File: src/rtl/ram_scan_pkg.sv
// Shared mode/state encodings and a constant clog2 for the RAM scan controller.
package ram_scan_pkg;

  localparam logic [1:0] MODE_MANUAL = 2'b00;
  localparam logic [1:0] MODE_SCAN   = 2'b01;
  localparam logic [1:0] MODE_FILL   = 2'b10;

  typedef enum logic [1:0] {
    ST_MANUAL = 2'd0,
    ST_SCAN   = 2'd1,
    ST_FILL   = 2'd2
  } state_t;

  // Bits needed to hold 0..value-1; never less than one bit.
  function automatic int clog2(input int value);
    int result;
    result = 0;
    for (int v = value - 1; v > 0; v = v >> 1) begin
      result++;
    end
    if (result < 1) begin
      result = 1;
    end
    return result;
  endfunction

endpackage

File: src/rtl/ram_sp_sync.sv
// Single-port RAM with registered read; a same-address write returns the old word.
module ram_sp_sync #(
  parameter int DATA_W = 8,
  parameter int ADDR_W = 5
) (
  input  logic              clock,
  input  logic              reset,
  input  logic              we,
  input  logic              re,
  input  logic [ADDR_W-1:0] addr,
  input  logic [DATA_W-1:0] wdata,
  output logic [DATA_W-1:0] q
);

  logic [DATA_W-1:0] mem [2**ADDR_W];

  always_ff @(posedge clock) begin
    if (we) begin
      mem[addr] <= wdata;
    end
  end

  // Only the output register is cleared; the array keeps its contents.
  always_ff @(posedge clock or negedge reset) begin
    if (!reset) begin
      q <= '0;
    end else if (re) begin
      q <= mem[addr];
    end
  end

endmodule

File: src/rtl/ram_scan_ctrl.sv
// RAM controller with manual access, timed auto-scan for display and a whole-array fill.
module ram_scan_ctrl
  import ram_scan_pkg::*;
#(
  parameter int                DATA_W     = 8,
  parameter int                ADDR_W     = 5,
  parameter int                SCAN_DIV   = 25000000,
  parameter logic [DATA_W-1:0] FILL_VALUE = '0
) (
  input  logic              clock,
  input  logic              reset,
  input  logic [ADDR_W-1:0] address,
  input  logic [DATA_W-1:0] data,
  input  logic              wren,
  input  logic [1:0]        mode,
  input  logic              start,
  output logic [DATA_W-1:0] q,
  output logic [ADDR_W-1:0] cur_addr,
  output logic              busy,
  output logic              done
);

  localparam int DEPTH = 2**ADDR_W;
  localparam int DIV_W = clog2(SCAN_DIV);
  localparam int CNT_W = ADDR_W + 1;

  state_t            state;
  logic [DIV_W-1:0]  div;
  logic [ADDR_W-1:0] ptr;
  logic [CNT_W-1:0]  fill_cnt;

  logic [ADDR_W-1:0] ram_addr;
  logic [DATA_W-1:0] ram_wdata;
  logic              ram_we;
  logic              ram_re;
  logic              start_fill;
  logic              fill_last;
  logic              div_tc;

  assign start_fill = (state != ST_FILL) && (mode == MODE_FILL) && start;
  assign fill_last  = (fill_cnt == CNT_W'(DEPTH - 1));
  assign div_tc     = (div == DIV_W'(SCAN_DIV - 1));

  always_comb begin
    ram_addr  = address;
    ram_wdata = data;
    ram_we    = wren;
    ram_re    = 1'b1;
    case (state)
      ST_SCAN: begin
        ram_addr = ptr;
        ram_we   = 1'b0;
      end
      ST_FILL: begin
        ram_addr  = fill_cnt[ADDR_W-1:0];
        ram_wdata = FILL_VALUE;
        ram_we    = 1'b1;
        ram_re    = 1'b0;
      end
      default: ;
    endcase
  end

  always_ff @(posedge clock or negedge reset) begin
    if (!reset) begin
      state    <= ST_MANUAL;
      div      <= '0;
      ptr      <= '0;
      fill_cnt <= '0;
      cur_addr <= '0;
      busy     <= 1'b0;
      done     <= 1'b0;
    end else begin
      cur_addr <= ram_addr;
      done     <= 1'b0;
      case (state)
        ST_MANUAL: begin
          if (start_fill) begin
            state    <= ST_FILL;
            fill_cnt <= '0;
            busy     <= 1'b1;
          end else if (mode == MODE_SCAN) begin
            state <= ST_SCAN;
            div   <= '0;
            ptr   <= '0;
          end
        end
        ST_SCAN: begin
          if (start_fill) begin
            state    <= ST_FILL;
            fill_cnt <= '0;
            busy     <= 1'b1;
          end else if (mode != MODE_SCAN) begin
            state <= ST_MANUAL;
          end else if (div_tc) begin
            div <= '0;
            ptr <= ptr + 1'b1;
          end else begin
            div <= div + 1'b1;
          end
        end
        ST_FILL: begin
          if (fill_last) begin
            state <= ST_MANUAL;
            busy  <= 1'b0;
            done  <= 1'b1;
          end else begin
            fill_cnt <= fill_cnt + 1'b1;
          end
        end
        default: state <= ST_MANUAL;
      endcase
    end
  end

  ram_sp_sync #(
    .DATA_W(DATA_W),
    .ADDR_W(ADDR_W)
  ) u_ram (
    .clock(clock),
    .reset(reset),
    .we   (ram_we),
    .re   (ram_re),
    .addr (ram_addr),
    .wdata(ram_wdata),
    .q    (q)
  );

endmodule

File: config.mk
export PLATFORM = sky130hd
export DESIGN_NAME = ram_scan_ctrl
export DESIGN_NICKNAME = d
export VERILOG_FILES = /design/src/rtl/ram_scan_pkg.sv /design/src/rtl/ram_sp_sync.sv /design/src/rtl/ram_scan_ctrl.sv
export SDC_FILE = /design/constraint.sdc
export NUM_CORES = 1
export LEC_CHECK = 0
export BUFFER_PORTS_ARGS = -buffer_cell sky130_fd_sc_hd__buf_2
export CAP_MARGIN = 30
export CORE_ASPECT_RATIO = 1.2
export CORE_MARGIN = 1.5
export CORE_UTILIZATION = 60
export CTS_CLUSTER_DIAMETER = 40
export DETAILED_ROUTE_END_ITERATION = 8
export GPL_TIMING_DRIVEN = 0
export PLACE_DENSITY = 0.79
export SKIP_CTS_REPAIR_TIMING = 1
export SLEW_MARGIN = 25
export SYNTH_ARGS = -nofsm -noshare
export SYNTH_HDL_FRONTEND = slang
export SYNTH_SLANG_ARGS = --single-unit
File: constraint.sdc
create_clock -name clock -period 7.6 [get_ports clock]
set_input_delay 0.76 -clock clock [delete_from_list [all_inputs] [get_ports clock]]
set_output_delay 0.76 -clock clock [all_outputs]
set_load 0.01 [all_outputs]
# Yosys cells after proc, flatten, opt, wreduce, memory -nomap -nowiden
# Memory sizes are Yosys's and may differ from the RTL's. A register that Yosys moved wholly into a read port is not among the register bits.
# Cells that the tools add are included.
# totals
reg_bits,45
mem_bits_rw,256
in_bits,19
output_inout_bits,15
word_cells,73
memories,1
# classes
addsub,3
n_eq_ne,18
muxes,31
reduce_logical,13
# mem_list
memory,depth,width,read_ports,rd_ports_with_merged_regs,wr,line,source
u_ram.mem,32,8,1,1,1,ram_sp_sync.sv:15,logic [DATA_W-1:0] mem [2**ADDR_W];
# op_table
cell,n
$mux 25,5
$pmux 25 s2,1
$add 25x1->25 const B,1
$eq 25x25->1 const B,1
$mux 5,5
$pmux 5 s2,2
$ne 2x2->1 const B,8
$mux 6,2
$pmux 6 s2,1
$mux 2,5
$reduce_and 3->1,3
$mux 8,1
$add 6x1->6 const B,1
$eq 6x5->1 const B,1
$mux 1,6
$ne 3x3->1 const B,2
$pmux 2 s3,1
$reduce_and 6->1,1
$add 5x1->5 const B,1
$reduce_and 5->1,1
$eq 2x1->1 const B,2
$eq 2x2->1 const B,2
$ne 2x1->1 const B,2
$pmux 1 s2,2
5 further kinds,8

# Longest topological paths before layout
# logic_depth
word_depth,5
ltp_mapped,13
ltp_nobuf,9

# Modules after synthesis
# Synthesis repeated with hierarchy kept, for this count alone.
# unflattened
cells_unflattened,853
area_unflattened_um2,13061.3
# modules_own_cells
module,n_inst,cells_per_inst,area_each_um2,seq_area_each_um2
ram_sp_sync,1,560,10410.0,7887.6
ram_scan_ctrl,1,293,2651.3,1126.1

# Least setup slack after synthesis
# No wires, ideal clock.
# synth_path
kind,reg2reg
startpoint,register state[0]
endpoint,"memory u_ram.mem[15][0], enable pin"
setup_time_ns,0.370
arrival_ns,2.612
path_slack_ns,4.618
stages_incl_launch_ff,13
period_less_slack_ns,2.982
path_cell_list,dfrtp_1 inv_1 ha_1 buf_2 buf_4 nor2_1 a21o_1 inv_2 buf_2 buf_4 buf_2 nand3_1 nor2_1
# synth_via
word_cells_on_any_way,6
# synth_rtl
element,line,source
from (decl),ram_scan_ctrl.sv:27,state_t state;
from (signal assigned),ram_scan_ctrl.sv:66,state <= ST_MANUAL;
from (signal assigned),ram_scan_ctrl.sv:79,state <= ST_FILL;
from (signal assigned),ram_scan_ctrl.sv:83,state <= ST_SCAN;
$eq 2x2->1 or $eq 2x1->1 (tied branches),ram_scan_ctrl.sv:49,case (state)
$pmux 5 s2 (*),ram_scan_ctrl.sv:49,
named net ram_addr[1],ram_scan_ctrl.sv:32,logic [ADDR_W-1:0] ram_addr;
to (decl),ram_sp_sync.sv:15,
# Mark *: on every way through the listed nets, which the timed path passes. The rest lies on a longest branch.

# Worst setup path in the final report
# layout_path
startpoint,register state[0]
endpoint,"memory u_ram.mem[17][6], enable pin"
# Same word-level chain as after synthesis.

==> impl_metrics.csv <==
group,metric,value,unit
floorplan,io_pins,34,
place,gp_congestion,0.965,
run_status,status,"finished, final reports clean",
synthesis,synth_top_family_by_area,"simple AND/OR/NAND/NOR gates",
detailed_routing,initialDrtViolationCount,1477,
timing,tns,0,ns
floorplan,placementRows,58,
floorplan,initial_core_util,61.7,%
synthesis,synthTopCellsByCount,"edfxtp_1, nand2_1, nor2_1",
timing,finalHoldViolations,0,
timing,finalCritPeriodShare,61.7,%
place,place.port_buffers,33,
critical_path,crit_fanout,10,
cells_and_area,final_layout_size_suffix_gt1_share,14.6,%
pwr,ir_drop,281,uV
timing,worstMarginPinSlew,0.955,ns
critical_path,end_kind,"flop",
critical_path,cp_num_buf_inv,6,
synthesis,synth.top_cell.area_share,59.0,%
synthesis,ys_ff_latch,309,
place,pre_cts_slack,3.16,ns
timing,timing.fmax,213,MHz
synthesis,synth-simple-area-share,12.3,%
clock_network,cts_root_buf,"clkbuf_16",
critical_path,cp_cell_sequence,"inv_1, ha_1, buf_2, nor2b_1, clkbuf_1, a21oi_4, inv_2, buf_2, buf_1, nand3_1, nor2_1",
timing,slew_violations,0,
timing,setup_viol,0,
timing,fin_ws,2.91,ns
floorplan,dieHeight,164,um
global_route,grt_pass1_vias,8732,
clock_network,cts_tree,"built",
synthesis,synth.cell_area,13000,um2
synthesis,ys_seq_area_share,69.2,%
clock_network,cts_buffers,38,
critical_path,required,7.75,ns
critical_path,timing_worst_setup_path_type,"flop to flop",
detailed_routing,drcViolationCount,0,
pwr,powerDensity,424,nW/um2
global_route,grt_max_degree,54,
clock_network,cts_max_path_buffers,3,
pwr,p_leak,5.50,nW
detailed_routing,ant_nets,0,
synthesis,synth_cell_types,62,
clock_network,clock_latency,0.52,ns
critical_path,cp.arrival,4.84,ns
critical_path,cp_slowest_stage_delay,0.87,ns
synthesis,synth_xor_area_share,1.28,%
synthesis,yosys_warnings,0,
synthesis,avgSynthCellArea,13.3,um2
cells_and_area,fillCellCount,1352,
hold_path,worstHoldPathType,"input port to asynchronous set/reset pin",
synthesis,synthesis.instances,978,
synthesis,yosysMostFrequentCell,"edfxtp_1",
global_route,grt_pass1_wl,54.8,mm
clock_network,htreeDepth,2,
critical_path,crit_top_cell,"buf_2",
detailed_routing,drt_pass1_iterations,8,
synthesis,synth_enable_flop_cells,256,
synthesis,synth.top_cells.by_area,"edfxtp_1, dfrtp_1, nand2_1",
clock_network,clkTransAtPathRegs,0.05,ns
cells_and_area,antenna-diode-count,0,
global_route,grtUsageTotal,34.2,%
global_route,antenna_found_initial,0,
clock_network,cts_sinks,309,
synthesis,synthMuxAreaShare,3.21,%
floorplan,dieArea,22600,um2
place,dp_hpwl,23.4,mm
cells_and_area,nets,1085,
synthesis,ys.flop_type,"edfxtp_1",
detailed_routing,wl_per_cell,27.4,um
timing,period_minus_slack,4.69,ns
run,maxCapViolations,0,
critical_path,crit_slowest_cell,"nor2_1",
timing,fin_skew,0.00951,ns
synthesis,synth_area_leader_cell,"edfxtp_1",
synthesis,synthAdderAreaFrac,0.865,%
global_route,overflow,0,
floorplan,coreArea,21100,um2
cells_and_area,area_growth,15.3,%
timing,rsz0062_at_grt,"no",
detailed_routing,vias,9169,
timing,slew_headroom,35.9,%
detailed_routing,vias_per_cell,6.76,
synthesis,async_flop_share,17.2,%
detailed_routing,routed_wirelength,37.2,mm
critical_path,worst_setup_path_start_kind,"flop",
synthesis,syn_nets,1006,
floorplan,fp.dieW,137,um
synthesis,synth_compound_area_share,10.4,%
critical_path,critPathTopFamily,"buffers and inverters",
path summary, 6_finish.rpt:
check	to	slack, ns	cells after the start	startpoint
worst max register to register	u_ram.mem[17][6]$_DFFE_PP_	2.91	11	state[0]$_DFFE_PN0P_
min in group clock	u_ram.q[1]$_DFFE_PN0P_	0.51	2	u_ram.q[1]$_DFFE_PN0P_
worst min-delay path	state[0]$_DFFE_PN0P_	0.29	1	reset
worst max-delay path	u_ram.mem[17][6]$_DFFE_PP_	2.91	11	state[0]$_DFFE_PN0P_
worst min register to register	u_ram.q[1]$_DFFE_PN0P_	0.51	2	u_ram.q[1]$_DFFE_PN0P_
max in group asynchronous	div[22]$_DFFE_PN0P_	6.79	1	reset
worst register-to-register path: cells and delay by family, from the launching register on:
kind / cells / cell delay (ns)
buf+inv: 6 / 1.85
flops: 1 / 0.43
simple gates: 3 / 1.63
fa+ha+maj: 1 / 0.30
compound gates: 1 / 0.12
cell families (layout without fill, tap and decap cells):
| group | count (synthesis) | count (layout) |
|---|---|---|
| simple gates | 349 | 349 |
| buf+inv | 80 | 189 |
| xor+xnor | 19 | 19 |
| compound gates | 171 | 171 |
| mux | 41 | 41 |
| fa+ha+maj | 9 | 9 |
| flops | 309 | 309 |
cell usage in the layout (no fill, tap or decap), drive strengths merged, types with 7 or more instances in the layout:
cell type	synthesis	layout
xor2	11	11
o22ai	7	7
a21oi	20	20
a32oi	11	11
a211oi	12	12
o21ai	15	15
nand2	148	148
mux2i	35	35
xnor2	8	8
nand3	49	49
buf	37	76
a221oi	23	23
a21o	7	7
dfrtp	53	53
clkbuf	17	70
and3	7	7
a32o	8	8
a311oi	20	20
nor2b	37	37
ha	9	9
inv	26	29
edfxtp	256	256
a31oi	11	11
nor2	68	68
or3	7	7
nor3	7	7
cell type report:
class	count	area, um2	area share (%)
sequential	309	9010	60.0
buffer	54	267	1.78
clock buffer	53	1080	7.20
inverter	26	97.6	0.650
tap	270	338	2.25
timing repair buffer	39	282	1.88
clock inverter	17	215	1.43
multi-input combinational	589	3720	24.8
sequential cells by signal, indices dropped and copies added, names as in the netlist:
register,flops
done,1
u_ram.q,8
busy,1
state,2
cur_addr,5
fill_cnt,6
div,25
u_ram.mem,256
ptr,5
per-layer routing:
layer	part of all wire, %	track usage (%)	vias up
li1	-	-	3862
met1	34	44.0	4395
met4	6.4	20.3	0
met3	13	8.23	149
met5	0	0	-
met2	46	53.1	763
metrics by stage:
| step | total power [W] | instance area, um2 | instances | hold slack [ns] | util, % |
|---|---|---|---|---|---|
| CTS | 0.00624 | 15000 | 1356 | 0.327 | 71.0 |
| finish | 0.00637 | 15000 | 1357 | 0.289 | 71.1 |
| global route | 0.00653 | 15000 | 1357 | 0.353 | 71.1 |
| global placement | 0.00434 | 13500 | 1281 | 0.488 | 64.1 |
| detailed placement | 0.00440 | 13700 | 1286 | 0.490 | 64.9 |
| floorplan | 0.00347 | 13000 | 978 | 0.459 | - |
report_power, final:
part           leakage [nW]  internal [W]  switching [W]
Sequential             3.01       0.00203      0.0000616
Combinational          1.87      0.000679        0.00175
Clock                 0.619       0.00114       0.000701
Total                  5.50       0.00385        0.00251
Power figures use the tool's default switching activity.
